### src/rtl/bn_feature_streamer.sv
// bn_feature_streamer: reads a channel-major feature map from a synchronous memory and streams it
// to the BatchNorm+ReLU stage. Each channel's gamma/beta/mean/variance are loaded from a parameter
// memory before its plane and held stable while that plane streams.
module bn_feature_streamer #(
  parameter int unsigned IMG_HEIGHT  = 256,
  parameter int unsigned IMG_WIDTH   = 256,
  parameter int unsigned CHANNELS    = 64,
  parameter int unsigned DATA_WIDTH  = 16,
  parameter int unsigned ADDR_WIDTH  = 22,
  parameter int unsigned PADDR_WIDTH = 8,
  parameter int unsigned CH_WIDTH    = 6
) (
  input  logic                   clk,
  input  logic                   rst,
  input  logic                   start,
  input  logic                   pause,
  output logic                   feat_mem_rd,
  output logic [ADDR_WIDTH-1:0]  feat_mem_addr,
  input  logic [DATA_WIDTH-1:0]  feat_mem_rdata,
  output logic                   param_mem_rd,
  output logic [PADDR_WIDTH-1:0] param_mem_addr,
  input  logic [DATA_WIDTH-1:0]  param_mem_rdata,
  output logic [DATA_WIDTH-1:0]  feature_in,
  output logic                   feature_valid,
  output logic [DATA_WIDTH-1:0]  gamma,
  output logic [DATA_WIDTH-1:0]  beta,
  output logic [DATA_WIDTH-1:0]  mean,
  output logic [DATA_WIDTH-1:0]  variance,
  output logic [CH_WIDTH-1:0]    channel_idx,
  output logic                   busy,
  output logic                   stream_done
);

  localparam int unsigned PlanePix = IMG_HEIGHT * IMG_WIDTH;
  localparam int unsigned PixW     = (PlanePix > 1) ? $clog2(PlanePix) : 1;

  typedef enum logic [2:0] {
    StIdle,
    StLoadParams,
    StCommit,
    StStream,
    StDrain
  } state_e;

  state_e state_q, state_d;

  // Running linear feature address, pixel index within the plane, channel and parameter index.
  logic [ADDR_WIDTH-1:0] addr_q;
  logic [PixW-1:0]       pix_q;
  logic [CH_WIDTH-1:0]   ch_q;
  logic [1:0]            k_q;

  // Shadow copies of the first three parameter words; the fourth lands directly in COMMIT.
  logic [DATA_WIDTH-1:0] gamma_sh_q, beta_sh_q, mean_sh_q;

  // Parameter set presented to the BN stage.
  logic [DATA_WIDTH-1:0] gamma_q, beta_q, mean_q, variance_q;
  logic [CH_WIDTH-1:0]   ch_idx_q;

  logic feat_vld_q;
  logic done_q;

  logic pix_last;
  logic ch_last;
  logic issue;

  assign pix_last = (pix_q == PixW'(PlanePix - 1));
  assign ch_last  = (ch_q == CH_WIDTH'(CHANNELS - 1));
  assign issue    = (state_q == StStream) && !pause;

  assign feat_mem_addr = addr_q;
  assign feature_valid = feat_vld_q;
  assign gamma         = gamma_q;
  assign beta          = beta_q;
  assign mean          = mean_q;
  assign variance      = variance_q;
  assign channel_idx   = ch_idx_q;
  assign stream_done   = done_q;

  // State register.
  always_ff @(posedge clk or posedge rst) begin
    if (rst) begin
      state_q <= StIdle;
    end else begin
      state_q <= state_d;
    end
  end

  // Next-state logic.
  always_comb begin
    state_d = state_q;
    unique case (state_q)
      StIdle: begin
        if (start) begin
          state_d = StLoadParams;
        end
      end
      StLoadParams: begin
        if (k_q == 2'd3) begin
          state_d = StCommit;
        end
      end
      StCommit: begin
        state_d = StStream;
      end
      StStream: begin
        if (issue && pix_last) begin
          state_d = ch_last ? StDrain : StLoadParams;
        end
      end
      StDrain: begin
        state_d = StIdle;
      end
      default: begin
        state_d = StIdle;
      end
    endcase
  end

  // Output decode: read strobes, parameter address, busy and gated feature data.
  always_comb begin
    feat_mem_rd    = 1'b0;
    param_mem_rd   = 1'b0;
    param_mem_addr = '0;
    busy           = (state_q != StIdle);
    feature_in     = feat_vld_q ? feat_mem_rdata : '0;
    unique case (state_q)
      StLoadParams: begin
        param_mem_rd   = 1'b1;
        // 4*c + k
        param_mem_addr = PADDR_WIDTH'({ch_q, k_q});
      end
      StStream: begin
        feat_mem_rd = !pause;
      end
      default: begin
      end
    endcase
  end

  // Address/pixel/channel counters; they freeze on the final pixel of the final plane.
  always_ff @(posedge clk or posedge rst) begin
    if (rst) begin
      addr_q <= '0;
      pix_q  <= '0;
      ch_q   <= '0;
      k_q    <= '0;
    end else begin
      unique case (state_q)
        StIdle: begin
          if (start) begin
            addr_q <= '0;
            pix_q  <= '0;
            ch_q   <= '0;
            k_q    <= '0;
          end
        end
        StLoadParams: begin
          // Wraps back to 0 after the variance read, ready for the next plane.
          k_q <= k_q + 2'd1;
        end
        StStream: begin
          if (issue) begin
            if (!pix_last) begin
              pix_q  <= pix_q + PixW'(1);
              addr_q <= addr_q + ADDR_WIDTH'(1);
            end else if (!ch_last) begin
              pix_q  <= '0;
              ch_q   <= ch_q + CH_WIDTH'(1);
              addr_q <= addr_q + ADDR_WIDTH'(1);
            end
          end
        end
        default: begin
        end
      endcase
    end
  end

  // Parameter capture: each word is taken one cycle after its read, all four published in COMMIT.
  always_ff @(posedge clk or posedge rst) begin
    if (rst) begin
      gamma_sh_q <= '0;
      beta_sh_q  <= '0;
      mean_sh_q  <= '0;
      gamma_q    <= '0;
      beta_q     <= '0;
      mean_q     <= '0;
      variance_q <= '0;
      ch_idx_q   <= '0;
    end else begin
      if (state_q == StLoadParams) begin
        unique case (k_q)
          2'd1:    gamma_sh_q <= param_mem_rdata;
          2'd2:    beta_sh_q  <= param_mem_rdata;
          2'd3:    mean_sh_q  <= param_mem_rdata;
          default: begin
          end
        endcase
      end
      if (state_q == StCommit) begin
        gamma_q    <= gamma_sh_q;
        beta_q     <= beta_sh_q;
        mean_q     <= mean_sh_q;
        variance_q <= param_mem_rdata;
        ch_idx_q   <= ch_q;
      end
    end
  end

  // Read-return tracking and completion pulse; in-flight reads are dropped on reset.
  always_ff @(posedge clk or posedge rst) begin
    if (rst) begin
      feat_vld_q <= 1'b0;
      done_q     <= 1'b0;
    end else begin
      feat_vld_q <= issue;
      // DRAIN is the cycle carrying the last feature, so the pulse lands just after it.
      done_q     <= (state_q == StDrain);
    end
  end

endmodule

### config.mk
export PLATFORM = sky130hd
export DESIGN_NAME = bn_feature_streamer
export DESIGN_NICKNAME = d
export VERILOG_FILES = /design/src/rtl/bn_feature_streamer.sv
export SDC_FILE = /design/constraint.sdc
export NUM_CORES = 1
export LEC_CHECK = 0
export ABC_AREA = 1
export BUFFER_PORTS_ARGS = -buffer_cell sky130_fd_sc_hd__buf_2
export CORE_MARGIN = 5
export CORE_UTILIZATION = 53
export DETAILED_ROUTE_END_ITERATION = 7
export PLACE_DENSITY_LB_ADDON = 0.25
export REMOVE_ABC_BUFFERS = 1
export SETUP_SLACK_MARGIN = 0.5
export SKIP_LAST_GASP = 1
export SLEW_MARGIN = 20
export SYNTH_ARGS = -nofsm -noshare
export SYNTH_HDL_FRONTEND = slang
export SYNTH_SLANG_ARGS = --single-unit
### constraint.sdc
create_clock -name clk -period 5.7 [get_ports clk]
set_input_delay 0 -clock clk [delete_from_list [all_inputs] [get_ports clk]]
set_output_delay 0 -clock clk [all_outputs]
set_load 0.005 [all_outputs]
==> results.cfg, run 1 <==
[setup_path]
criticalPathCategory = flop to flop
arrival_ps = 2620
r2r_slack_ps = 3350
crit-reg2reg-launch = state_q[1]
endpoint_kind = flop
crit_path_start_kind = flop
cpMaxStageDelayCell = inv_2
critical_path.max_stage_delay_ps = 580
reg2regPathDepth = 7
cp_top_family = simple AND/OR/NAND/NOR gates
cp.required_ps = 5970
cpMostUsedCell = nand2_2
crit_chain = nand2_2, nor2_8, nand2_1, nand2_2, nand2_2, inv_2, o21ai_0
worst-path-buf-inv = 1
rr_endpoint = pix_q[9]
cp_max_fo = 39

[route]
drtAntennaViolNets = 0
drc_errors = 0
initialDrtViolationCount = 410
vias = 5888
drt-total-wl_mm = 16.5
wl_per_cell_um = 14.1
firstDrtPassIters = 5
vias_per_cell = 5.02

[clocking]
numClockSinks = 169
cts_tree = built
clock-root-buffer = clkbuf_16
clk_pin_slew_ps = 70
ctsResizeCount = 0
ctsHtreeMaxLevel = 4
cts_buffer_depth = 2
insertion_delay_ps = 420
numCtsBuffers = 17

[logic_synthesis]
syn_avg_cell_area_sq_um = 9.21
ys_ff_latch = 169
yosysSeqAreaShare_pct = 56.2
yosys_warnings = 0
yosys_most_used_dff = dfrtp_1
synthCells = 817
synth-edff-count = 0
synth_cell_type_count = 32
async_flop_share_pct = 100
syn_area_sq_um = 7530

[run_status]
outcome = finished clean

[cells_and_area]
n_antenna_cell = 0
post-route-cell-area_sq_um = 9170
num-nets-final = 1023
layout_common_cells = 246 x nand2_1, 169 x dfrtp_1, 156 x buf_2
drive_above_1_share_pct = 26.4
area_delta_synth_final_pct = 21.9
largest_reg_flops = 22
final_common_cell = nand2_1

[pwr]
power_density_nw_per_um2 = 292
combPwrFrac_pct = 8.7
vdd_drop_max_mv = 0.211
clockPowerShare_pct = 42.1
internal_power_w = 0.00198
p_sw_share_pct = 26.0
power_frac_seq_pct = 49.1
p_leak_nw = 4.54
power_switching_w = 0.000695

[die]
core-area_sq_um = 13900
die_w_um = 129
io_pins = 157
start_util_pct = 54.2
fp-row-count = 43
dieHeight_um = 129
design.die.area_sq_um = 16700

[timing]
rsz0062_at_grt = false
hold_viol = 0
timing.hold.ws_ps = 35.9
finClkSkew_ps = 7.78
max_freq_ghz = 0.426
slew_headroom_pct = 29.7
slew_viol_final = 0
post-route-min-period_ps = 2350
finalCritPeriodShare_pct = 41.2
setup_viol = 0
tightest_slew_ps = 1050
fin_setup_tns_ps = 0

[global_routing]
grt_start_max_net_pins = 95
grt_use_total_pct = 20.6
grt_pass1_vias = 5658
antenna_found_initial = 0
grt_pass1_wl_mm = 27.6
overflow = 0

[placement]
port_buffers = 156
place_congestion = 0.799
hpwlAfterDp_mm = 11.1
place_area_sq_um = 8410

[run]
drv_cap = 0

[hold_path]
whs_endpoint = k_q[1]
min_path_cells = 6
hp-class = input port to flop
hp-start = start
[what timing repair did]
| action | 4_1_cts | 5_1_grt |
|---|---|---|
| setup buffers | 0 | 0 |
| hold buffers | 18 | 0 |
| setup endpoints to repair | 0 | 0 |
| hold endpoints to repair | 161 | 0 |
[worst max path at each step]
| stage | from | end | slack [ps] | cells past startpoint |
|---|---|---|---|---|
| final | state_q[1] | pix_q[9] | 3350 | 7 |
| after CTS | state_q[1] | pix_q[9] | 3330 | 7 |
| after global placement | state_q[2] | gamma_sh_q[14] | 3420 | 5 |
| after global routing | state_q[2] | beta_sh_q[10] | 3100 | 5 |
| after detailed placement | state_q[1] | pix_q[11] | 3350 | 7 |
| after floorplan | rst | beta[0] | 1120 | 1 |
[cells in the mapped netlist (all sizes together), types with 7 or more instances]
master / n / area, sq um
buf: 18 / 103
o21ai: 101 / 543
xnor2: 7 / 61.3
mux2: 48 / 541
nor2: 60 / 254
nand2: 253 / 970
xor2: 11 / 96.3
inv: 74 / 278
nand3: 35 / 175
dfrtp: 169 / 4230
clkbuf: 12 / 45.0
[tightest hold or removal path: stages]
cell and delay, ps:
buf_2 90, inv_1 40, nand2_1 70, nand2_1 80, nand2_1 60, o21ai_0 60
[power by group through the flow]
stage,sequential [W],clock [W],combinational [W]
floorplan,0.00133,0,0.000142
global placement,0.00134,0,0.000223
detailed placement,0.00134,0,0.000229
CTS,0.00131,0.00115,0.000240
global route,0.00133,0.00120,0.000275
finish,0.00131,0.00113,0.000234
[cells by family after synthesis]
kind of cell	synth area share, %
adders and majority gates	0.997
xor gates and xnor gates	2.09
and+or+nand+nor	20.1
DFF	56.2
muxes	7.18
buffers and inverters	5.65
AOI/OAI and AO/OA	7.79
[metrics by stage]
stage | worst slack, ps | cells | power [W] | utilization [%]
2_1_floorplan | 1120 | 787 | 0.00147 | -
3_3_place_gp | 3420 | 1124 | 0.00156 | 60.6
3_5_place_dp | 3350 | 1124 | 0.00157 | 60.6
4_1_cts | 3330 | 1174 | 0.00270 | 66.1
5_1_grt | 3100 | 1174 | 0.00281 | 66.1
6_report | 3350 | 1174 | 0.00268 | 66.1
[routing by layer]
metal  GRT usage, %  vias up  wire length (um)
met3           4.53       13               812
met4           5.44        0               132
li1               -     2943                 -
met5              0        -                 0
met2           34.4      134              8200
met1           27.4     2798              7370
[cell type report]
cell class / instances / area [sq um]
multi-input cells: 544 / 2880
fillers: 1186 / 4710
clock buffers: 17 / 425
well taps: 180 / 225
repair buffers: 175 / 968
flip-flops and latches: 169 / 4230
inverters: 74 / 283
clock inverters: 15 / 161
(Power assumes the default switching activity.)
==> run 2, diff against run 1 <==
Settings changed: CORE_UTILIZATION 53 to 49.
Clock period 5.7 ns to 1.94 ns, I/O delays scaled along.
==> run 2 against run 1 <==
First-iteration DRC count down 14%; final cell count increased by 6.8%; critical endpoint is now feat_mem_addr[20]; global-route usage increased by 0.91 points; wire length increased by 36%; largest cell class unchanged; fmax grew 42%.
==> results.cfg, run 2 (synthesized netlist as in run 1, its figures left out) <==
[route]
initialDrtViolationCount = 352
drtAntennaViolNets = 0
wl_per_cell_um = 17.9
drt-total-wl_mm = 22.5
firstDrtPassIters = 5
vias = 6598
drc_errors = 0
vias_per_cell = 5.26

[global_routing]
grt_start_max_net_pins = 63
grt_pass1_vias = 6078
grtUsageMet1_pct = 28.1
grt_use_met3_pct = 4.54
grtUsageMet2_pct = 36.2
grt_pass1_wl_mm = 30.8
grt_use_total_pct = 21.5
antenna_found_initial = 0
overflow = 0
busiest_layer = met2

[timing]
finClkSkew_ps = 11.0
post-route-min-period_ps = 1660
tightest_slew_ps = 585
slew_viol_final = 0
rsz0062_at_grt = true
finalCritPeriodShare_pct = 85.3
slew_headroom_pct = 61.0
hold_viol = 0
setup_viol = 0
max_freq_ghz = 0.604

[cells_and_area]
drive_above_1_share_pct = 47.0
layout_common_cells = 164 x dfrtp_1, 154 x buf_2, 152 x nand2_1
n_fill_cell = 1037
seq_area_sq_um = 4240
largest_reg_flops = 22
final_common_cell = dfrtp_1
area_delta_synth_final_pct = 47.1
num-nets-final = 1097
post-route-util_pct = 73.1
n_antenna_cell = 0
multi_input_area_sq_um = 3740
post-route-cell-area_sq_um = 11100

[setup_path]
criticalPathCategory = flop to flop
endpoint_kind = flop
r2r_slack_ps = 280
arrival_ps = 2020
cp_max_fo = 7
crit_path_start_kind = flop
cp.required_ps = 2310

[die]
dieHeight_um = 134
io_pins = 157
design.die.area_sq_um = 17900
fp-row-count = 45
die_w_um = 134
start_util_pct = 49.7
core-area_sq_um = 15100

[placement]
place_congestion = 0.815
port_buffers = 156
hpwlAfterDp_mm = 11.9
place_area_sq_um = 8590

[pwr]
vdd_drop_max_mv = 0.617
combPwrFrac_pct = 11.2
p_leak_nw = 5.22
power_switching_w = 0.00215
p_sw_share_pct = 27.1
power_frac_seq_pct = 49.3
clockPowerShare_pct = 39.5
internal_power_w = 0.00578
power_density_nw_per_um2 = 716

[clocking]
ctsHtreeMaxLevel = 4
numCtsBuffers = 17
numClockSinks = 169
cts_buffer_depth = 2
clk_pin_slew_ps = 70
cts_tree = built
clock-root-buffer = clkbuf_16
insertion_delay_ps = 430

[run_status]
outcome = finished clean

[hold_path]
hp-class = input port to flop

[run]
drv_cap = 0
-- run 2: cell count changes in the layout (fill, tap and decap cells not counted), sizes merged --
cell,previous run,this run
bufinv,1,0
clkbuf,17,30
nand2,253,255
buf,157,217
clkinvlp,2,4
inv,81,77
-- run 2: through the flow --
step | hold WS (ps) | setup TNS (ps) | cells | power (W) | setup WS, ps
after floorplan | 80.9 | -500260 | 787 | 0.00432 | -2640
after global placement | 130 | 0 | 1150 | 0.00461 | 124
after detailed placement | 131 | 0 | 1150 | 0.00463 | 42.9
after CTS | 23.5 | 0 | 1225 | 0.00783 | 311
after global routing | 102 | 0 | 1254 | 0.00826 | 208
final | 42.0 | 0 | 1254 | 0.00793 | 285
-- run 2: worst max-delay path, stage by stage (launching register included) --
cell,delay (ps)
dfrtp_2,440
nand2_4,80
nor2_8,150
nand2_2,110
nand2_4,120
o21ai_4,90
buf_4,150
a21oi_4,270
nand2_1,110
nand2_2,70
-- run 2: timing repair --
action,in CTS,in global routing
cloned,8,16
hold buffers,18,0
resized for setup,94,255
hold endpoints to repair,125,0
endpoints found under the setup margin,113,139
pin swaps,16,32
setup buffers,19,13
-- run 2: worst paths after layout --
| check | startpoint | endpoint | cells past startpoint |
|---|---|---|---|
| min in group asynchronous | rst | variance[8] | 3 |
| min | start | k_q[0] | 6 |
| max | state_q[0] | feat_mem_addr[20] | 9 |
| max in group asynchronous | rst | mean_sh_q[11] | 4 |
| min reg2reg | variance[12] | variance[12] | 2 |
| max reg2reg | state_q[0] | feat_mem_addr[20] | 9 |
-- run 2: final cells by class --
type	count	share of cell area, %
well taps	188	2.12
clock buffers	18	3.96
clock inverters	12	0.836
flip-flops and latches	169	38.2
inverters	74	2.82
repair buffers	247	18.3
multi-input cells	546	33.7
-- run 2: layer usage --
metal  vias to the layer above  wire [um]  share of wire [%]
met3                        32       1340                5.9
met2                       238      11700                 52
met4                         0        358                1.6
li1                       3114          -                  -
met5                         -          0                  0
met1                      3214       9120                 41
-- run 2: power by group through the flow --
stage,sequential (W),combinational (W),clock [W]
after floorplan,0.00391,0.000417,0
after global placement,0.00393,0.000679,0
after detailed placement,0.00394,0.000690,0
after CTS,0.00387,0.000798,0.00316
after global routing,0.00394,0.00101,0.00332
final,0.00391,0.000888,0.00313
==> run 3, diff against run 2 <==
Settings changed: PLACE_DENSITY from default to 0.75, PLACE_DENSITY_LB_ADDON 0.25 to default, SKIP_CTS_REPAIR_TIMING from default to 1.
==> run 3 against run 2 <==
Flip-flop and latch count did not move; clock-buffer cell count unchanged; hold slack better by 33 ps; via count increased by 0.39%; register-to-register slack lost 30 ps; fmax down 1.5%; sequential share of layout area rose by 2.1 points; critical path depth is the same; clock power is 18% higher; global-route usage decreased by 2.6 points; critical endpoint is now feat_mem_addr[9].
==> results.cfg, run 3 (synthesized netlist as in run 1, its figures left out) <==
[run_status]
outcome = finished clean

[placement]
place_area_sq_um = 8610
place_congestion = 0.858
port_buffers = 156
hpwlAfterDp_mm = 11.6

[hold_path]
hp-class = input port to flop

[timing]
rsz0062_at_grt = true
max_freq_ghz = 0.595
slew_viol_final = 0
slew_headroom_pct = 71.8
post-route-min-period_ps = 1680
setup_viol = 0
timing.hold.ws_ps = 75.4
finClkSkew_ps = 10.2
tightest_slew_ps = 423
hold_viol = 0
finalCritPeriodShare_pct = 86.6

[global_routing]
grt_start_max_net_pins = 56
antenna_found_initial = 0
grt_pass1_vias = 5678
grt_use_total_pct = 18.9
grt_pass1_wl_mm = 27.7
overflow = 0

[cells_and_area]
largest_reg_flops = 22
layout_common_cells = 214 x nand2_1, 165 x dfrtp_1, 156 x buf_2
multi_input_area_sq_um = 3180
final_common_cell = nand2_1
area_delta_synth_final_pct = 39.4
post-route-cell-area_sq_um = 10500
num-nets-final = 1094
seq_area_sq_um = 4230
n_antenna_cell = 0
n_fill_cell = 1042
drive_above_1_share_pct = 36.8

[clocking]
cts_buffer_depth = 2
clock-root-buffer = clkbuf_16
insertion_delay_ps = 430
clk_pin_slew_ps = 70
numClockSinks = 169
ctsHtreeMaxLevel = 4
numCtsBuffers = 17
cts_tree = built

[setup_path]
endpoint = feat_mem_addr[9]
criticalPathCategory = flop to flop
cp.required_ps = 2260
cp_max_fo = 7
crit_path_start_kind = flop
reg2regPathDepth = 9
endpoint_kind = flop
rr_endpoint = feat_mem_addr[9]
r2r_slack_ps = 260
arrival_ps = 2000
crit-reg2reg-launch = state_q[2]
critPathLaunch = state_q[2]

[pwr]
vdd_drop_max_mv = 0.649
p_leak_nw = 5.19
finalPower_w = 0.00842
power_density_nw_per_um2 = 803

[route]
vias_per_cell = 5.29
drt-total-wl_mm = 21.3
drtAntennaViolNets = 0
initialDrtViolationCount = 452
wl_per_cell_um = 17.0
drc_errors = 0
vias = 6624
firstDrtPassIters = 5

[die]
start_util_pct = 49.7
io_pins = 157
core-area_sq_um = 15100
dieHeight_um = 134
die_w_um = 134
fp-row-count = 45
design.die.area_sq_um = 17900

[run]
drv_cap = 0
-- run 3: critical path, cell delays in order, from the launching register on --
cell and delay (ps):
dfrtp_2 480, nor2_4 140, nand3b_1 150, nand2_4 160, nand2_4 100, nand2_4 150
clkinv_8 100, clkbuf_16 180, nand2_2 60, o21ai_2 50
-- run 3: through the flow --
step / TNS [ps] / utilization, % / worst slack (ps) / std cells
3_5_place_dp: 0 / 56.9 / 171 / 1150
4_1_cts: 0 / 61.1 / 146 / 1182
5_1_grt: 0 / 69.3 / 171 / 1253
2_1_floorplan: -500260 / - / -2640 / 787
3_3_place_gp: 0 / 56.9 / 200 / 1150
6_report: 0 / 69.3 / 259 / 1253
-- run 3: where the power goes --
group,internal (W),switching [W],total (W)
Clock,0.00219,0.00149,0.00368
Combinational,0.000397,0.000455,0.000853
Sequential,0.00369,0.000202,0.00389
Total,0.00628,0.00214,0.00842
-- run 3: metal layers --
layer | track usage [%] | wire length [um] | vias up
li1 | - | - | 3097
met1 | 26.4 | 8700 | 3235
met2 | 29.6 | 10900 | 250
met3 | 4.31 | 1240 | 42
met4 | 5.77 | 455 | 0
met5 | 0 | 0 | -
-- run 3: layout make-up --
cell class              instances  area share [%]
clock buffers                  18            4.09
clock inverters                14            1.97
inverters                      74            2.89
multi-input cells             545            30.3
flip-flops and latches        169            40.3
well taps                     188            2.24
repair buffers                245            18.2
-- run 3: worst min path at each step --
| stage | start | end | depth (start not counted) |
|---|---|---|---|
| final | start | k_q[0] | 6 |
| after global routing | start | k_q[0] | 6 |
| after CTS | rst | variance[6] | 2 |
| after detailed placement | rst | gamma[6] | 2 |
| after floorplan | feat_mem_rdata[0] | feature_in[0] | 2 |
| after global placement | rst | gamma[6] | 2 |
